### config.mk
export PLATFORM = sky130hd
export DESIGN_NAME = multicycle_control
export DESIGN_NICKNAME = d
export VERILOG_FILES = /design/src/rtl/multicycle_control.sv
export SDC_FILE = /design/constraint.sdc
export NUM_CORES = 1
export LEC_CHECK = 0
export CAP_MARGIN = 20
export CORE_ASPECT_RATIO = 2
export CORE_MARGIN = 2
export CORE_UTILIZATION = 30
export DETAILED_ROUTE_END_ITERATION = 8
export SYNTH_ARGS = -nofsm -noshare
export SYNTH_HDL_FRONTEND = slang
export SYNTH_SLANG_ARGS = --single-unit
### constraint.sdc
create_clock -name clk -period 8.05 [get_ports clk]
set_input_delay 0.805 -clock clk [delete_from_list [all_inputs] [get_ports clk]]
set_output_delay 0.805 -clock clk [all_outputs]
set_load 0.02 [all_outputs]
### src/rtl/multicycle_control.sv
// multicycle_control: main control FSM of the multicycle MIPS core.
// It sequences the shared datapath through fetch, decode, execute, memory
// and writeback steps, and it counts retired instructions.
//
// Memory handshake: mem_read/mem_write together with i_or_d form a request.
// The request stays asserted and unchanged for every cycle in which
// mem_ready is low. The access completes on the rising edge where mem_ready
// is sampled high, and on that same edge the FSM leaves the requesting state.
module multicycle_control #(
    parameter int CNT_W           = 32,
    parameter bit TRAP_ON_ILLEGAL = 1'b1
) (
    input  logic             clk,
    input  logic             reset,
    input  logic [5:0]       opcode,
    input  logic [5:0]       funct,
    input  logic             zero,
    input  logic             mem_ready,
    output logic             mem_read,
    output logic             mem_write,
    output logic             i_or_d,
    output logic             ir_write,
    output logic             pc_write,
    output logic             pc_write_cond,
    output logic [1:0]       pc_source,
    output logic             alu_src_a,
    output logic [1:0]       alu_src_b,
    output logic [1:0]       alu_op,
    output logic             ext_zero,
    output logic             reg_dst,
    output logic             mem_to_reg,
    output logic             reg_write,
    output logic             illegal,
    output logic [CNT_W-1:0] retired,
    output logic [3:0]       state
);

    typedef enum logic [3:0] {
        S_FETCH    = 4'd0,
        S_DECODE   = 4'd1,
        S_MEM_ADDR = 4'd2,
        S_MEM_RD   = 4'd3,
        S_MEM_WB   = 4'd4,
        S_MEM_WR   = 4'd5,
        S_R_EXEC   = 4'd6,
        S_R_WB     = 4'd7,
        S_BRANCH   = 4'd8,
        S_JUMP     = 4'd9,
        S_I_EXEC   = 4'd10,
        S_I_WB     = 4'd11,
        S_TRAP     = 4'd12
    } state_t;

    localparam logic [5:0] OP_RTYPE = 6'b000000;
    localparam logic [5:0] OP_LW    = 6'b100011;
    localparam logic [5:0] OP_SW    = 6'b101011;
    localparam logic [5:0] OP_BEQ   = 6'b000100;
    localparam logic [5:0] OP_J     = 6'b000010;
    localparam logic [5:0] OP_ADDI  = 6'b001000;
    localparam logic [5:0] OP_ANDI  = 6'b001100;

    state_t           state_q, state_d;
    logic [CNT_W-1:0] retired_q, retired_d;
    logic             retire;

    // funct is decoded by the ALU control, and zero gates pc_write_cond in the
    // datapath, so neither affects sequencing here.
    logic unused_inputs;
    assign unused_inputs = ^{funct, zero};

    // Next-state and retire decision from the current step and IR opcode.
    always_comb begin
        state_d = state_q;
        retire  = 1'b0;
        case (state_q)
            S_FETCH:    if (mem_ready) state_d = S_DECODE;
            S_DECODE: begin
                case (opcode)
                    OP_RTYPE:        state_d = S_R_EXEC;
                    OP_LW, OP_SW:    state_d = S_MEM_ADDR;
                    OP_BEQ:          state_d = S_BRANCH;
                    OP_J:            state_d = S_JUMP;
                    OP_ADDI, OP_ANDI: state_d = S_I_EXEC;
                    default: begin
                        if (TRAP_ON_ILLEGAL) begin
                            state_d = S_TRAP;
                        end else begin
                            state_d = S_FETCH;
                            retire  = 1'b1;
                        end
                    end
                endcase
            end
            S_MEM_ADDR: state_d = (opcode == OP_LW) ? S_MEM_RD : S_MEM_WR;
            S_MEM_RD:   if (mem_ready) state_d = S_MEM_WB;
            S_MEM_WR: begin
                if (mem_ready) begin
                    state_d = S_FETCH;
                    retire  = 1'b1;
                end
            end
            S_R_EXEC:   state_d = S_R_WB;
            S_I_EXEC:   state_d = S_I_WB;
            S_MEM_WB, S_R_WB, S_I_WB, S_BRANCH, S_JUMP: begin
                state_d = S_FETCH;
                retire  = 1'b1;
            end
            S_TRAP:     state_d = S_TRAP;
            default:    state_d = S_FETCH;
        endcase
        retired_d = retired_q + CNT_W'(retire);
    end

    // State and retired-instruction counter registers.
    always_ff @(posedge clk) begin
        if (reset) begin
            state_q   <= S_FETCH;
            retired_q <= '0;
        end else begin
            state_q   <= state_d;
            retired_q <= retired_d;
        end
    end

    // Moore decode of the datapath controls; reset forces every control low
    // in the same cycle so an abandoned instruction writes nothing.
    always_comb begin
        mem_read      = 1'b0;
        mem_write     = 1'b0;
        i_or_d        = 1'b0;
        ir_write      = 1'b0;
        pc_write      = 1'b0;
        pc_write_cond = 1'b0;
        pc_source     = 2'b00;
        alu_src_a     = 1'b0;
        alu_src_b     = 2'b00;
        alu_op        = 2'b00;
        ext_zero      = 1'b0;
        reg_dst       = 1'b0;
        mem_to_reg    = 1'b0;
        reg_write     = 1'b0;
        illegal       = 1'b0;
        if (!reset) begin
            case (state_q)
                S_FETCH: begin
                    mem_read  = 1'b1;
                    alu_src_b = 2'b01;
                    ir_write  = mem_ready;
                    pc_write  = mem_ready;
                end
                S_DECODE:   alu_src_b = 2'b11;
                S_MEM_ADDR: begin
                    alu_src_a = 1'b1;
                    alu_src_b = 2'b10;
                end
                S_MEM_RD: begin
                    mem_read = 1'b1;
                    i_or_d   = 1'b1;
                end
                S_MEM_WB: begin
                    mem_to_reg = 1'b1;
                    reg_write  = 1'b1;
                end
                S_MEM_WR: begin
                    mem_write = 1'b1;
                    i_or_d    = 1'b1;
                end
                S_R_EXEC: begin
                    alu_src_a = 1'b1;
                    alu_op    = 2'b10;
                end
                S_R_WB: begin
                    reg_dst   = 1'b1;
                    reg_write = 1'b1;
                end
                S_BRANCH: begin
                    alu_src_a     = 1'b1;
                    alu_op        = 2'b01;
                    pc_write_cond = 1'b1;
                    pc_source     = 2'b01;
                end
                S_JUMP: begin
                    pc_write  = 1'b1;
                    pc_source = 2'b10;
                end
                S_I_EXEC: begin
                    alu_src_a = 1'b1;
                    alu_src_b = 2'b10;
                    if (opcode == OP_ANDI) begin
                        alu_op   = 2'b11;
                        ext_zero = 1'b1;
                    end
                end
                S_I_WB:     reg_write = 1'b1;
                S_TRAP:     illegal = 1'b1;
                default: ;
            endcase
        end
    end

    assign retired = retired_q;
    assign state   = state_q;

endmodule

Word-level counts from Yosys, hierarchy flattened
Cells that the tools add are included.
- register bits after elaboration: 36
- input bits: 16
- $add $sub $neg: 1
- equality and inequality tests: 21
- muxes and demuxes: 40
- reduce and logical (&&, ||, !) cells: 11
- operators with widths (operator ; number):
    32-bit by 1-bit adder with 32-bit output ; 1
    4-bit one-hot mux with 8 select lines ; 1
    1-bit two-way mux ; 25
    4-bit equality test, second input constant ; 5
    4-bit one-hot mux with 5 select lines ; 1
    4-bit by 3-bit equality test with 1-bit output, second input constant ; 4
    6-bit by 4-bit equality test with 1-bit output, second input constant ; 2
    6-bit equality test, second input constant ; 2
    4-bit two-way mux ; 3
    2-bit one-hot mux with 3 select lines ; 2
    2-bit OR reduction ; 5
    4-bit by 2-bit equality test with 1-bit output, second input constant ; 2
    2-bit two-way mux ; 4
    6-bit by 2-bit equality test with 1-bit output, second input constant ; 1
    6-bit by 3-bit equality test with 1-bit output, second input constant ; 1
    6-bit zero test ; 1
    2-bit inequality test, second input constant ; 3
    5-bit OR reduction ; 1
    4-bit by 1-bit equality test with 1-bit output, second input constant ; 1
    4-bit zero test ; 1
    1-bit one-hot mux with 2 select lines ; 2
    2-bit one-hot mux with 2 select lines ; 1
    4-bit OR reduction ; 1
    3-bit two-way mux ; 1
    other kinds (2) ; 2

Logic depth before layout (Yosys ltp)
- depth in word-level cells: 4
- mapped depth: 12
- gate-level depth less buffers: 9

Worst setup path after synthesis
OpenSTA, ideal clock, no wires.
- path kind: register -> register
- start: register state_q[2] (netlist: state[2])
- end: register retired_q[22] (netlist: retired[22])
- library setup time: 0.070 ns
- arrival time: 2.867 ns
- data required time: 7.980 ns
- slack: 5.112 ns
- cell stages (with the launch flop): 13
- period minus slack after synthesis: 2.938 ns
- path through: dfxtp_1 > clkbuf_1 > buf_1 > a21oi_1 > nor2_1 > ha_1 > ha_1 > nand2_1 > or3_1 > clkbuf_1 > clkbuf_1 > or3_1 > a21oi_1
- word-level cells in the longest chain between the ends: 4
- elaborated cells between the ends (all ways): 9
- RTL lines (item ; line ; source):
    start: declaration ; 62 ; state_t state_q, state_d;
    start signal: assignment ; 120 ; state_q <= state_d;
    4-bit equality test / 4-bit by 3-bit equality test with 1-bit output (equally long branches) ; 75 ; case (state_q)
    5-bit OR reduction ; 75 ;
    1-bit one-hot mux with 2 select lines (*) ; 75 ;
    32-bit by 1-bit adder with 32-bit output (*) ; 111 ; retired_d = retired_q + CNT_W'(retire);
    end signal: assignment ; 121 ; retired_q <= retired_d;
    end: declaration ; 63 ; logic [CNT_W-1:0] retired_q, retired_d;
Mark *: on every way between the ends. The rest lies on a longest branch, timed or not.
A chain may end at the register's enable or synchronous reset.

Worst setup path after layout
- start: input port opcode[0]
- end: output port alu_op[1]
- word-level cells in the longest chain between the ends: 4
- RTL lines (item ; line ; source):
    start: declaration ; 15 ; input logic [5:0] opcode,
    6-bit by 4-bit equality test with 1-bit output ; 189 ; if (opcode == OP_ANDI) begin
    2-bit two-way mux ; 189 ;
    2-bit one-hot mux with 3 select lines ; 144 ; case (state_q)
    2-bit two-way mux ; 143 ; if (!reset) begin
    end: declaration ; 28 ; output logic [1:0] alu_op,
Every way passes these cells.

==> results.txt <==
* CTS sink cnt: 36
* Kind of capture point of the worst setup path: output pin
- For the final routed database, the setup TNS stands at 0 ns.
* Most common cell after layout, fill and taps aside: clkdlybuf4s50_1
- The final layout contains routed wiring with a total length of 5830 um.
- Minimum clock period after layout: 3.84 ns
- Buffers inserted by post-CTS timing repair: 0
- Root Buffer Master: clkbuf_16
- Die outline height: ~120 um
- Share of the clock period used by the worst path after layout: 47.7%
- Once the floorplan was initialized, standard cells occupied between 30 and 40% of the core.
- XOR/XNOR share of the synthesized area: 5.94%
- At the end of routability-driven placement, the weighted congestion stood at 0.859.
- In this run, synthesis inferred 0 flip-flops with an integrated enable.
- Row Count: 42
- Compound-cell area share of the yosys netlist: 17.3%
* Synthesized flop and latch total: 36
- Number of antenna violations at the first check in global routing: 0
- Combinational family with the most area after synthesis: simple AND/OR/NAND/NOR gates
* Final ANT Viol Nets: 0
- # nets final: 340
* Area of the die: 7600 sq um
- The H-tree was split into 2 levels.
- Delay of the slowest cell on the worst path: 0.65 ns
- The worst setup path is launched from an input pin.
* Via count of the first global-routing pass: roughly 2100
* Mean instance size in the synthesized netlist: around 7.6 sq um
- For this run, the total global-route usage over all layers was measured as 16.1%.
- Largest buffer count on any clock path: 2
* Layout cell share with drive strength beyond 1: under 10%
- The most critical setup path has its startpoint at opcode[0].
- Share of async-settable or async-resettable flops after synthesis: 0%
* First-pass GRT wire length: 9670 um
* Power after layout: 450 uW
- At the pin with the least slew margin, the transition time is a little over 0.7 ns.
- Crit path buf inv count: 2
* Netlist area before placement: 2060 sq um
- Port-buffer cells: 62
- Critical path data arrival time: a little over 3 ns
* Max rail drop VDD: 0.0000736 V
- The run finished with clean final reports.
- Before CTS, the worst setup slack after placement is roughly 4.2 ns.
- Count of different cell masters after synthesis: 40
- Yosys synthesis warning count: 0
- Worst min-delay path class: reg -> reg
- Summing the areas of all and, or, nand and nor instances in the mapped netlist gives 34.4% of the synthesized area.
- Total setup violations reported at the end of the flow: 0
* Series of cell instances along the critical path: clkdlybuf4s50_1 -> nor4_1 -> nand4_1 -> a211oi_1 -> clkdlybuf4s50_1
- TritonCTS created 5 clock buffers.
* Setup CP Type: in -> out
- Most frequent cells in the layout: 62 x clkdlybuf4s50_1, 36 x dfxtp_1, 27 x a21oi_1
- Dividing total power by cell area gives a power density of 156 nW/um^2.
- Number of hold-repair buffers added at the cts stage: 0
* Dominant delay contributor by cell family on the critical path: buffers and inverters
* DRT Pass-1 Iters: 4
- Of all nets on the critical path, the largest fanout is 7.
- Pin count of the biggest net entering global routing: 45
- Clk Latency, worst-skew pair: 0.29 ns
- The startpoint identified for the worst hold timing path is retired[31].
* Area growth syn-to-layout: 39.8%
- Adder and majority gate portion of the synthesized area: 1.21%
- The worst register-to-register path begins at state[0].
* Final hold violations: 0
- The number of nets in the synthesized netlist is 290.
- The routed layout has around 2200 vias.
- Number of instances resized during post-cts repair: 0
* Diode insertion count for antenna repair: 0
* Pins Over Slew Limit: 0
* Worst endpoint required time: 7.24 ns
* Clock skew after layout: 0.00784 ns
- Prevailing post-synth register cell: dfxtp_1
* Slew headroom: 52.2%
- Global routing finished with a remaining overflow of 0.
* Instance count of the mapped netlist: 272
- Max-cap violations in this run came to 0.
- Fin worst setup slack: roughly 4.2 ns
- In the routed design, unresolved DRC markers number 0.
- Once layout is complete, the utilization of the core stands at 43.6%.
- Detailed Route Iter0 Violations: 115
- TritonCTS built the clock tree.
- The most numerous cell type found on the critical path is clkdlybuf4s50_1.
- Clock-pin slew was measured on the worst setup and hold paths at 0.06 ns.
- Die width: around 63 um
- Proportion of synthesized area in mux cells: less than 1%
- Portion of the post-synthesis area used by sequential elements: between 30% and 40%
- Maximum achievable frequency: roughly 260 MHz
- Final routed wire length divided by cell count: 14.2 um
- The slowest stage of the critical path belongs to the cell clkdlybuf4s50_1.
- DP HPWL: 4290 um
- Static leakage: 0.899 nW
- The floorplan step defined a core boundary enclosing ~6600 sq um.
- In the routed layout, each cell is associated on average with a via count of 5.30.
* Total I/O pin count: 70
- RSZ-0062 raised after global routing: no
-- synth_stat cells (2+ instances only) --
cell type	count	share of area (%)
ha_1	2	1.2
inv_1	9	1.6
nor3b_1	2	0.73
xor2_1	3	1.3
nand4_1	8	2.4
clkbuf_1	15	2.7
o21ai_0	12	2.9
xnor2_1	11	4.7
nor3_1	15	3.6
buf_4	2	0.73
or4_1	11	4.0
nor2b_1	4	1.2
nand2_1	14	2.5
a21oi_1	27	6.5
nand2b_1	4	1.2
o31ai_1	11	4.0
nor4_1	6	1.8
and2_1	2	0.61
and3_1	8	2.4
and4_1	4	1.7
nand3_1	15	3.6
nor2_1	25	4.5
buf_2	2	0.48
or3_1	9	2.7
dfxtp_1	36	35
-- cells by family (layout without fill, tap and decap cells) --
group                    after synthesis  in the layout
buffers and inverters                 29             80
multiplexers                           1              1
adder cells (fa/ha/maj)                2              2
flip-flops                            36             36
AO/OA/AOI/OAI                         60             60
XOR/XNOR                              14             14
AND/OR/NAND/NOR                      130            130
-- metal layers --
metal  global-route usage (%)  vias to the layer above  wire length, um
li1                         -                     1098                -
met1                     15.4                     1006             2240
met2                     31.2                       66             3170
met3                     3.25                        8              281
met4                     8.75                        0              142
met5                        0                        -                0
-- where the power goes --
group | switching, mW | internal [mW]
clock network | 0.0782 | 0.145
logic | 0.0234 | 0.0185
registers | 0.00437 | 0.180
-- sequential cells by signal (all words and copies together) (netlist names) --
| register | cells |
|---|---|
| retired | 32 |
| state | 4 |
-- tightest hold or removal path, delay by kind of cell, from the launching register on --
family | cells | cell delay (ns)
flops | 1 | 0.31
compound gates | 2 | 0.11
-- worst paths after layout --
path,slack (ns),end,depth (start not counted)
max,4.21,alu_op[1],5
min,0.48,retired[31],2
max reg2reg,4.90,retired[24],9
min reg2reg,0.48,retired[31],2
-- cell type report --
| class | count | area (sq um) |
|---|---|---|
| clock buffer | 5 | 125 |
| clock inverter | 3 | 42.5 |
| fill | 687 | 3740 |
| inverter | 9 | 33.8 |
| multi-input combinational | 207 | 1220 |
| sequential | 36 | 721 |
| tap | 88 | 110 |
| timing repair buffer | 63 | 628 |
-- per-stage QoR --
step	hold slack (ns)	area, sq um	std cells
2_1_floorplan	0.551	2060	272
3_3_place_gp	0.459	2720	403
3_5_place_dp	0.472	2720	403
4_1_cts	0.481	2890	411
5_1_grt	0.504	2890	411
6_report	0.476	2890	411
Power figures use the tool's default switching activity.
